`config.mk`:
```
export PLATFORM = sky130hd
export DESIGN_NAME = serial_cmp_encoder
export DESIGN_NICKNAME = d
export VERILOG_FILES = /design/src/rtl/serial_cmp_encoder.sv
export SDC_FILE = /design/constraint.sdc
export NUM_CORES = 1
export LEC_CHECK = 0
export BUFFER_PORTS_ARGS = -buffer_cell sky130_fd_sc_hd__buf_2
export CORE_MARGIN = 4
export CORE_UTILIZATION = 27
export CTS_CLUSTER_SIZE = 40
export DETAILED_ROUTE_END_ITERATION = 7
export GPL_ROUTABILITY_DRIVEN = 0
export PLACE_DENSITY_LB_ADDON = 0.25
export SYNTH_ARGS = -nofsm -noshare
export SYNTH_HDL_FRONTEND = slang
export SYNTH_SLANG_ARGS = --single-unit
```
`constraint.sdc`:
```
create_clock -name clk -period 2.95 [get_ports clk]
set_clock_uncertainty 0.15 [all_clocks]
set_input_delay 0.4425 -clock clk [delete_from_list [all_inputs] [get_ports clk]]
set_output_delay 0.4425 -clock clk [all_outputs]
set_load 0.1 [all_outputs]
```
`src/rtl/serial_cmp_encoder.sv`:
```
// Digit-serial unsigned comparator: scans an operand pair MSB-first, W bits per cycle,
// and reports the relation as a 3-bit SEL code plus the mask of every SEL code that holds.
module serial_cmp_encoder #(
    parameter int N          = 8,
    parameter int W          = 1,
    parameter int EARLY_EXIT = 1
) (
    input  logic         clk,
    input  logic         rst,
    input  logic         in_valid,
    output logic         in_ready,
    input  logic [N-1:0] value1,
    input  logic [N-1:0] value2,
    output logic         out_valid,
    input  logic         out_ready,
    output logic [2:0]   out_sel,
    output logic [7:0]   out_mask,
    output logic         busy
);

    generate
        if ((W < 1) || (W > N) || ((N % W) != 0)) begin : g_badDigitWidth
            $error("serial_cmp_encoder: N (%0d) must be a whole multiple of W (%0d)", N, W);
        end
    endgenerate

    localparam int DIGITS = N / W;
    localparam int DW     = (DIGITS > 1) ? $clog2(DIGITS) : 1;
    localparam logic [DW-1:0] LAST_DIGIT = DW'(DIGITS - 1);

    typedef enum logic [1:0] {IDLE, SCAN, DONE} state_t;

    state_t          r_state;
    logic [N-1:0]    r_a;
    logic [N-1:0]    r_b;
    logic            r_gt;
    logic            r_lt;
    logic [DW-1:0]   r_d;

    logic [W-1:0]    w_digA;
    logic [W-1:0]    w_digB;
    logic            w_undecided;
    logic            w_newGt;
    logic            w_newLt;
    logic            w_exit;
    logic [2:0]      w_sel;
    logic [7:0]      w_mask;

    // Only the first differing digit decides; once a flag is set it is frozen.
    assign w_digA      = r_a[N-1 -: W];
    assign w_digB      = r_b[N-1 -: W];
    assign w_undecided = !r_gt && !r_lt;
    assign w_newGt     = r_gt || (w_undecided && (w_digA > w_digB));
    assign w_newLt     = r_lt || (w_undecided && (w_digA < w_digB));
    assign w_exit      = (r_d == LAST_DIGIT) ||
                         ((EARLY_EXIT != 0) && w_undecided && (w_digA != w_digB));

    // Mask bits: 0 never, 1 always, 2 eq, 3 ne, 4 ge, 5 le, 6 lt, 7 gt.
    always_comb begin
        w_sel  = 3'b010;
        w_mask = 8'h36;
        if (w_newGt) begin
            w_sel  = 3'b111;
            w_mask = 8'h9A;
        end else if (w_newLt) begin
            w_sel  = 3'b110;
            w_mask = 8'h6A;
        end
    end

    always_ff @(posedge clk) begin
        if (rst) begin
            r_state   <= IDLE;
            r_a       <= '0;
            r_b       <= '0;
            r_gt      <= 1'b0;
            r_lt      <= 1'b0;
            r_d       <= '0;
            in_ready  <= 1'b0;
            out_valid <= 1'b0;
            out_sel   <= 3'b000;
            out_mask  <= 8'h00;
            busy      <= 1'b0;
        end else begin
            case (r_state)
                IDLE: begin
                    in_ready <= 1'b1;
                    if (in_valid && in_ready) begin
                        r_a      <= value1;
                        r_b      <= value2;
                        r_gt     <= 1'b0;
                        r_lt     <= 1'b0;
                        r_d      <= '0;
                        in_ready <= 1'b0;
                        busy     <= 1'b1;
                        r_state  <= SCAN;
                    end
                end
                SCAN: begin
                    r_a  <= r_a << W;
                    r_b  <= r_b << W;
                    r_gt <= w_newGt;
                    r_lt <= w_newLt;
                    r_d  <= r_d + 1'b1;
                    if (w_exit) begin
                        out_valid <= 1'b1;
                        out_sel   <= w_sel;
                        out_mask  <= w_mask;
                        r_state   <= DONE;
                    end
                end
                DONE: begin
                    // Result held until consumed; the next accept waits one more cycle in IDLE.
                    if (out_ready) begin
                        out_valid <= 1'b0;
                        busy      <= 1'b0;
                        in_ready  <= 1'b1;
                        r_state   <= IDLE;
                    end
                end
                default: begin
                    r_state   <= IDLE;
                    in_ready  <= 1'b0;
                    out_valid <= 1'b0;
                    busy      <= 1'b0;
                end
            endcase
        end
    end

endmodule

```
==> Word level (Yosys, flattened, before mapping) <==
Cells that the tools add are included.
{ "totals": {"ff_bits": 37, "input_bits": 20, "out_inout_bits": 14} }
{ "op_classes": {"bitwise": 2, "magnitude_cmp": 2, "n_eq_ne": 7, "n_reduce_logical": 18, "add_sub_neg": 1, "mux": 25} }
{ "ops": {"columns": ["op", "count"], "rows": [
  ["case mux 8 bit (2 select lines)", 2],
  ["two-way mux 8 bit", 3],
  ["two-way mux 3 bit", 3],
  ["case mux 1 bit (3 select lines)", 3],
  ["AND reduction 3 bit", 3],
  ["two-way mux 7 bit", 1],
  ["two-way mux 1 bit", 6],
  ["two-way mux 2 bit", 3],
  ["!= test 2 bit (second input constant)", 3],
  ["case mux 2 bit (3 select lines)", 1],
  ["case mux 3 bit (2 select lines)", 1],
  ["AND reduction 2 bit", 3],
  ["logical AND 1 bit", 5],
  ["case mux 1 bit (2 select lines)", 2],
  ["adder 3 x 1 -> 3 bit (second input constant)", 1],
  ["== test 3 bit (second input constant)", 1],
  ["logical OR 1 bit", 3],
  ["== test 2 x 1 -> 1 bit (second input constant)", 1],
  ["== test 2 bit (second input constant)", 1],
  ["logical NOT 1 bit", 2],
  ["logical NOT 2 bit", 1],
  ["NOT 1 bit", 2],
  ["nonzero test 2 bit", 1],
  ["greater-than comparator 1 bit", 1],
  ["other kinds (2)", 2]
]} }

==> Depth between registers and ports, before layout <==
Gate-level depths: netlist (run 1).
{ "logic_depth": {"depth_word": 6, "ltp_mapped": 5} }

==> Least setup slack after synthesis (run 1) <==
OpenSTA, ideal clock, no wires.
{ "synth_path": {"path_kind": "register to register", "startpoint": "reg in_ready", "endpoint": "reg r_a[1]", "period_less_slack_ns": 2.283, "path_stages_with_launch": 5, "setup_ns": 0.142, "path_slack_ns": 0.667, "arrival_ns": 1.991, "required_ns": 2.658, "cell_sequence": "dfxtp_1 nand3b_1 nand2_1 clkbuf_1 a311oi_1"} }
{ "synth_between": {"elab_chain_cells": 3} }
{ "synth_rtl": {"columns": ["item", "line_no", "source"], "rows": [
  ["start: declaration", "11", "output logic in_ready,"],
  ["start signal: assignment", "79", "in_ready <= 1'b0;"],
  ["start signal: assignment", "87", "in_ready <= 1'b1;"],
  ["start signal: assignment", "94", "in_ready <= 1'b0;"],
  ["logical AND 1 bit", "88", "if (in_valid && in_ready) begin"],
  ["!= test 2 bit (no line)", null, null],
  ["AND reduction 2 bit (no line)", null, null],
  ["end signal: assignment", "89", "r_a <= value1;"],
  ["end signal: assignment", "100", "r_a <= r_a << W;"],
  ["end: declaration", "34", "logic [N-1:0] r_a;"]
]} }
Every way passes these cells.
A chain may end at the register's enable or synchronous reset.

==> Worst setup path after layout (run 1) <==
{ "layout_path": {"startpoint": "reg r_a[7]", "endpoint": "reg out_mask[2]"} }
{ "layout_between": {"elab_chain_cells": 5, "word_cells_on_any_way": 12} }
{ "layout_rtl": {"columns": ["item", "line_no", "source"], "rows": [
  ["< comparator 1 bit", "54", "assign w_newLt = r_lt || (w_undecided && (w_digA < w_digB));"],
  ["logical AND 1 bit", "54", null],
  ["logical OR 1 bit", "54", null],
  ["two-way mux 7 bit", "65", "end else if (w_newLt) begin"],
  ["two-way mux 8 bit", "62", "if (w_newGt) begin"],
  ["end signal: assignment", "108", "out_mask <= w_mask;"],
  ["end: declaration", "17", "output logic [7:0] out_mask,"]
]} }
Parallel ways exist; a longest one is shown, timed or not.

==> flow_summary.yaml, run 1 <==
run_status:
  status: "finished clean"
synthesis:
  yosysTopAreaCellShare_pct: 43.3
  synth.most_common_cell: "nand2_1"
  netlist_area_um2: 1530
  yosys-top-cells-count: "nand2_1 (37), dfxtp_1 (33), nor3_1 (16)"
  synth_edf_count: 0
  ys_ff_latch: 33
  syn_area_per_cell_um2: 8.30
  async_flop_share_pct: 0
  synth_nets: 208
  ys_seq_area_share_pct: 43.3
  ys.flop_type: "dfxtp_1"
  yosysWarnings: 0
  synth_top_area_cell: "dfxtp_1"
  syn_inst: 184
  synth.distinct_cells: 33
  synth.area.top_cells: "dfxtp_1 (43%), nand2_1 (9.1%), a311oi_1 (8.0%)"
routing:
  wirelength_mm: 3.45
  drc_errors: 0
  route.antenna.remaining_nets: 0
  viasPerCell: 4.86
  drtIter0Drc: 79
  num_vias: 1362
  first_pass_iters: 4
  wl_per_cell_um: 12.3
global_routing:
  grt_pass1_vias: 1316
  grtUsageTotal_pct: 10.8
  grt.overflow.total: 0
  grt_pass1_wl_mm: 6.13
  antenna_found_initial: 0
  grt_max_degree: 37
cts:
  clk_latency_ns: 0.28
  path_clk_slew_ns: 0.06
  cts_max_path_buffers: 2
  post_cts_resized: 0
  cts_buffers: 5
  clock_sinks: 33
  cts_setup_buffers: 0
  h-tree-depth: 2
  clockRootBuffer: "clkbuf_8"
  cts_hold_buf: 0
  cts_tree: "yes"
run:
  cap_violations: 0
sta:
  post-route-period-util_pct: 67.8
  timing.fmax_mhz: 500
  rsz0062_at_grt: "false"
  fin_hold_ws_ns: 0.282
  hold_viol: 0
  worst_slew_pin_slew_ns: 0.631
  slew_headroom_pct: 57.9
  final.min_clock_period_ns: 2.00
  fin_tns_setup_ns: 0
  setup_viol: 0
  finalMaxSlewViolations: 0
critical_path:
  crit_type: "register to register"
  cp_cell_sequence: "inv_1 -> ha_1 -> or3_4 -> a2111o_1 -> o32ai_1"
  start_kind: "register"
  cpMaxStageDelayCell: "a2111o_1"
  cp_top_family: "compound AO/OA/AOI/OAI gates"
  max_stage_delay_ns: 0.46
  crit_arrival_ns: 2.04
  crit_required_ns: 2.99
  cp-end-kind: "register"
  crit_path_max_fanout: 5
  cp_num_buf_inv: 1
power_and_ir_drop:
  ir_drop_mv: 0.200
  p_per_area_nw_per_um2: 641
  p_leak_nw: 0.716
die:
  io_pins: 34
  dieArea_um2: 6920
  rows: 27
  dieHeight_um: 83.2
  die_w_um: 83.2
  core-area_um2: 5510
  start_util_pct: 27.7
layout:
  final_nets: 232
  drive_gt1_share_pct: 22.1
  n_antenna_cell: 0
  area_growth_pct: 18.0
placed_design:
  portBuffers: 32
  post-dp-hpwl_mm: 2.32
worst_hold_path:
  min_path_type: "input port to register"
-- cells in the final DEF, fill, tap and decap left out, types with 4 or more instances in the layout --
cell type  Yosys  final
a21oi_1       10     10
a311oi_1      14     14
buf_2          3     32
clkbuf_8       0      6
dfxtp_1       33     33
ha_1           4      4
inv_1          8      8
nand2_1       37     37
nand2b_1       6      6
nand3b_1       5      5
nor3_1        16     16
-- where the power goes --
group	total [mW]	internal, mW	switching (mW)
clock	0.340	0.185	0.155
combinational	0.295	0.0905	0.205
sequential	0.520	0.490	0.0302
total	1.16	0.765	0.390
-- final cells by class --
type | count | area [µm²]
Inverter | 8 | 30.0
Multi-Input combinational cell | 125 | 752
Clock buffer | 7 | 86.3
Fill cell | 606 | 3700
Sequential cell | 33 | 661
Tap cell | 72 | 90.1
Timing Repair Buffer | 35 | 183
-- final timing paths --
path	startpoint	to	slack (ns)	depth (start not counted)
worst max-delay path	r_a[7]	out_mask[2]	0.95	5
worst max register to register	r_a[7]	out_mask[2]	0.95	5
worst min register to register	out_sel[1]	out_sel[1]	0.30	2
worst min-delay path	value1[3]	r_a[3]	0.28	3
-- routing by layer --
layer	share of wire (%)	vias to the layer above	wire length [µm]	track usage, %
met3	5.3	6	184	3.67
met4	2.1	0	74	4.90
li1	-	697	-	-
met1	48	627	1670	13.9
met5	0	-	0	0
met2	44	32	1520	16.3
-- registers in the layout, indices dropped and copies added (netlist names) --
register	flops
in_ready	1
out_sel	2
out_valid	1
r_gt	1
r_state	2
r_lt	1
busy	1
r_a	8
r_d	3
out_mask	5
r_b	8
-- stage by stage --
step | std cells | instance area, µm² | utilization (%) | setup slack, ns | total power [mW]
floorplan | 184 | 1530 | - | 0.667 | 0.769
global placement | 273 | 1720 | 31.2 | 1.00 | 0.828
detailed placement | 273 | 1720 | 31.2 | 0.968 | 0.828
CTS | 280 | 1800 | 32.7 | 0.943 | 1.17
global route | 280 | 1800 | 32.7 | 0.808 | 1.23
finish | 280 | 1800 | 32.7 | 0.951 | 1.16
-- worst min-delay path, stage by stage --
cell      delay (ns)
buf_2           0.10
nand2_1         0.04
a311oi_1        0.07
-- cell families after synthesis --
logic type | Yosys count | synth area share, %
buffers and inverters | 26 | 7.62
and+or+nand+nor | 79 | 25.7
other | 1 | 0.246
adders and majority gates | 4 | 3.28
AOI/OAI and AO/OA | 41 | 19.9
DFF | 33 | 43.3
Power figures use the tool's default switching activity.
==> run 2: changes to the inputs <==
clock period = 1.71 ns   (was 2.95 ns; I/O delays follow)
==> run 2 against run 1 <==
Effect of this change: the run now ends with setup timing left; clock power up 88%; sequential power up 72%; final cell count grew 5.4%; global-route usage up 0.050 points; worst hold slack got worse by 0.19 ns; fmax rose by 6.9%; combinational power increased by 110%; total power is 85% higher; non-clock buffer count rose by 14; largest power group unchanged.
==> flow_summary.yaml, run 2 (synthesis results as in run 1) <==
run_status:
  status: "complete, but fails checks"
  violations: "setup timing"
layout:
  mostFrequentLayoutCell: "nand2_1"
  largestRegisters: "r_a (8), r_b (8), out_mask (5)"
  fillers: 583
  drive_gt1_share_pct: 32.3
  final_nets: 246
  area_growth_pct: 31.2
  n_antenna_cell: 0
  layout_common_cells: "nand2_1 (37), buf_2 (32), dfxtp_1 (28)"
sta:
  finalWorstSetupSlack_ns: -0.160
  timing.fmax_mhz: 535
  final.min_clock_period_ns: 1.87
  hold_viol: 0
  rsz0062_at_grt: "true"
  fin_hold_ws_ns: 0.0896
  slew_headroom_pct: 64.0
  finalMaxSlewViolations: 0
  post-route-period-util_pct: 109
  worst_slew_pin_slew_ns: 0.540
  setup_viol: 6
power_and_ir_drop:
  seqPwrFrac_pct: 41.7
  p_switching_mw: 0.710
  intPower_mw: 1.43
  pwr-share-clk_pct: 29.9
  switching_share_pct: 33.2
  p_per_area_nw_per_um2: 1070
  fin_total_pwr_mw: 2.14
  p_leak_nw: 0.809
  ir_drop_mv: 0.435
  comb_power_share_pct: 28.4
die:
  rows: 27
  die_w_um: 83.2
  dieArea_um2: 6920
  io_pins: 34
  dieHeight_um: 83.2
  core-area_um2: 5510
  start_util_pct: 27.7
critical_path:
  start_kind: "register"
  cp-end-kind: "register"
  crit_arrival_ns: 1.91
  crit_type: "register to register"
  crit_required_ns: 1.75
  crit_path_max_fanout: 4
global_routing:
  grt.overflow.total: 0
  antenna_found_initial: 0
  grtUsageTotal_pct: 10.9
  grt_max_degree: 31
  grt_pass1_wl_mm: 6.21
  grt_pass1_vias: 1355
placed_design:
  post-dp-hpwl_mm: 2.52
  pre_cts_ws_ns: -0.184
  portBuffers: 32
cts:
  cts_max_path_buffers: 2
  h-tree-depth: 2
  clk_latency_ns: 0.28
  clock_sinks: 33
  cts_tree: "yes"
  clockRootBuffer: "clkbuf_8"
  path_clk_slew_ns: 0.07
  cts_buffers: 5
worst_hold_path:
  min_path_type: "input port to register"
routing:
  drc_errors: 0
  first_pass_iters: 4
  viasPerCell: 4.69
  route.antenna.remaining_nets: 0
  drtIter0Drc: 120
  wirelength_mm: 3.56
  num_vias: 1385
  wl_per_cell_um: 12.1
run:
  cap_violations: 0
-- run 2: power by group through the flow --
| stage | clock [mW] | sequential, mW | combinational (mW) |
|---|---|---|---|
| 2_1_floorplan | 0 | 1.02 | 0.312 |
| 3_3_place_gp | 0 | 0.906 | 0.579 |
| 3_5_place_dp | 0 | 0.908 | 0.579 |
| 4_1_cts | 0.659 | 0.893 | 0.598 |
| 5_1_grt | 0.692 | 0.903 | 0.660 |
| 6_report | 0.640 | 0.892 | 0.608 |
-- run 2: path summary, 6_finish.rpt --
check                                start           to  slack (ns)  depth (start not counted)
worst max register to register      r_a[7]  out_mask[2]       -0.16                          5
worst min register to register  out_sel[1]   out_sel[1]        0.30                          2
worst max-delay path                r_a[7]  out_mask[2]       -0.16                          5
worst min-delay path             value1[3]       r_a[3]        0.09                          3
-- run 2: timing repair --
item	4_1_cts	5_1_grt
gates resized for setup	3	3
pin swaps	1	2
setup endpoints to repair	9	8
cloned	0	0
hold buffers	0	0
buffers inserted	1	1
-- run 2: metal layers --
| metal | up-vias | share of wire, % | track usage, % |
|---|---|---|---|
| met5 | - | 0 | 0 |
| met4 | 0 | 2.1 | 5.35 |
| met3 | 4 | 4.4 | 3.77 |
| met2 | 18 | 44 | 16.1 |
| met1 | 642 | 50 | 14.0 |
| li1 | 721 | - | - |
-- run 2: final cells by class --
type	instances	area (µm²)	area share [%]
Clock buffer	7	96.3	4.81
Sequential cell	33	669	33.4
Clock inverter	1	5.00	0.250
Timing Repair Buffer	49	317	15.8
Inverter	8	30.0	1.50
Multi-Input combinational cell	125	796	39.7
Tap cell	72	90.1	4.50
-- run 2: worst max-delay path, stage by stage, from the launching register on --
cell	delay, ns
dfxtp_2	0.33
inv_2	0.04
ha_4	0.22
or3_4	0.35
a2111o_1	0.43
o32ai_2	0.25
-- run 2: through the flow --
stage | utilization (%) | instance area [µm²] | instances | TNS, ns
2_1_floorplan | - | 1550 | 184 | -0.236
3_3_place_gp | 33.6 | 1850 | 285 | -0.520
3_5_place_dp | 33.6 | 1850 | 285 | -0.684
4_1_cts | 36.0 | 1980 | 294 | -0.458
5_1_grt | 36.4 | 2000 | 295 | -1.15
6_report | 36.4 | 2000 | 295 | -0.780
==> run 3: changes to the inputs <==
TNS_END_PERCENT = 10   (was unset)
clock period = 1.95 ns   (was 1.71 ns; I/O delays follow)
==> run 3 against run 2 <==
Effect of this change: sequential power decreased by 12%; largest power group unchanged; register-to-register slack improved by 0.21 ns; first-iteration DRC count decreased by 19%; global-route usage decreased by 0.52 points; non-clock buffer count decreased by 9; combinational power decreased by 21%; fmax decreased by 1.7%; critical endpoint is now out_mask[6]; die area unchanged; clock power decreased by 20%; total power decreased by 17%; the flow now finishes without violations; final cell count decreased by 3.4%.
==> flow_summary.yaml, run 3 (synthesis results as in run 1) <==
worst_hold_path:
  min_path_type: "input port to register"
  hold_depth: 3
die:
  dieArea_um2: 6920
  io_pins: 34
  rows: 27
  die_w_um: 83.2
  dieHeight_um: 83.2
  core-area_um2: 5510
  start_util_pct: 27.7
cts:
  post_cts_resized: 0
  cts_tree: "yes"
  cts_buffers: 5
  clockRootBuffer: "clkbuf_8"
  cts_max_path_buffers: 2
  h-tree-depth: 2
  cts_setup_buffers: 0
  cts_hold_buf: 0
  clk_latency_ns: 0.28
  clock_sinks: 33
  path_clk_slew_ns: 0.06
critical_path:
  cp_top_family: "compound AO/OA/AOI/OAI gates"
  crit_path_max_fanout: 5
  crit_arrival_ns: 1.95
  crit_required_ns: 2.00
  max_stage_delay_ns: 0.44
  crit_type: "register to register"
  worstRegToRegCells: 5
  cp-end-kind: "register"
  worstSetupPathDepth: 5
  cp_num_buf_inv: 1
  start_kind: "register"
  cp_cell_sequence: "inv_1 -> ha_1 -> or3_4 -> a2111o_1 -> o32ai_2"
  cpMaxStageDelayCell: "a2111o_1"
power_and_ir_drop:
  p_switching_mw: 0.600
  pwr-share-clk_pct: 28.9
  ir_drop_mv: 0.253
  fin_total_pwr_mw: 1.78
  p_per_area_nw_per_um2: 946
  p_leak_nw: 0.748
  switching_share_pct: 33.7
  comb_power_share_pct: 26.9
  intPower_mw: 1.18
  seqPwrFrac_pct: 44.2
routing:
  wirelength_mm: 3.49
  drtIter0Drc: 97
  drc_errors: 0
  viasPerCell: 4.70
  wl_per_cell_um: 12.3
  first_pass_iters: 4
  num_vias: 1339
  route.antenna.remaining_nets: 0
layout:
  final_area_um2: 1880
  utilization_pct: 34.2
  fillers: 588
  area_growth_pct: 23.2
  largestRegisters: "r_a (8), r_b (8), out_mask (5)"
  final_nets: 237
  stdcell_count: 285
  layout_common_cells: "nand2_1 (37), dfxtp_1 (32), buf_2 (32)"
  n_antenna_cell: 0
  drive_gt1_share_pct: 25.4
  mostFrequentLayoutCell: "nand2_1"
global_routing:
  grt.overflow.total: 0
  antenna_found_initial: 0
  grt_max_degree: 34
  grt_pass1_wl_mm: 5.87
  grt_pass1_vias: 1270
  grtUsageTotal_pct: 10.4
placed_design:
  placed_cell_area_um2: 1770
  post-dp-hpwl_mm: 2.38
  dp_cells: 278
  portBuffers: 32
sta:
  setup_viol: 0
  finalMaxSlewViolations: 0
  final.min_clock_period_ns: 1.90
  fin_hold_ws_ns: 0.126
  hold_viol: 0
  timing.fmax_mhz: 526
  post-route-period-util_pct: 97.6
  rsz0062_at_grt: "true"
run_status:
  status: "finished clean"
run:
  cap_violations: 0
==> run 3: worst min-delay path: stages <==
cell and delay [ns]:
buf_2 0.10, nand2_1 0.04, a311oi_1 0.07
==> run 3: final cells by class <==
cell class	instances	area [µm²]	share of cell area [%]
sequential	33	662	35.2
multi-input combinational	125	779	41.5
tap	72	90.1	4.79
timing repair buffer	40	233	12.4
inverter	8	30.0	1.60
clock buffer	7	86.3	4.59
==> run 3: path summary, 6_finish.rpt <==
check,to,slack [ns],from
setup / recovery,out_mask[6],0.05,r_a[7]
hold / removal,r_b[3],0.13,value2[3]
setup reg to reg,out_mask[6],0.05,r_a[7]
hold reg to reg,out_sel[1],0.31,out_sel[1]
==> run 3: power groups by stage <==
stage               clock, mW  combinational, mW  sequential, mW
floorplan                   0              0.268           0.897
global placement            0              0.474           0.800
detailed placement          0              0.474           0.802
CTS                     0.531              0.475           0.787
global route            0.564              0.521           0.796
finish                  0.515              0.478           0.787
==> run 3: layer usage <==
layer  track usage [%]  part of all wire [%]  up-vias
met5                 0                     0        -
met4              5.35                   2.3        0
met3              3.17                   2.9        7
met2              15.5                    45       20
met1              13.3                    50      605
li1                  -                     -      707
==> run 3: stage by stage <==
step | setup WS (ns) | TNS, ns
2_1_floorplan | 0.0827 | 0
3_3_place_gp | 0.0440 | 0
3_5_place_dp | 0.0368 | 0
4_1_cts | 0.00658 | 0
5_1_grt | -0.00348 | -0.00348
6_report | 0.0476 | 0
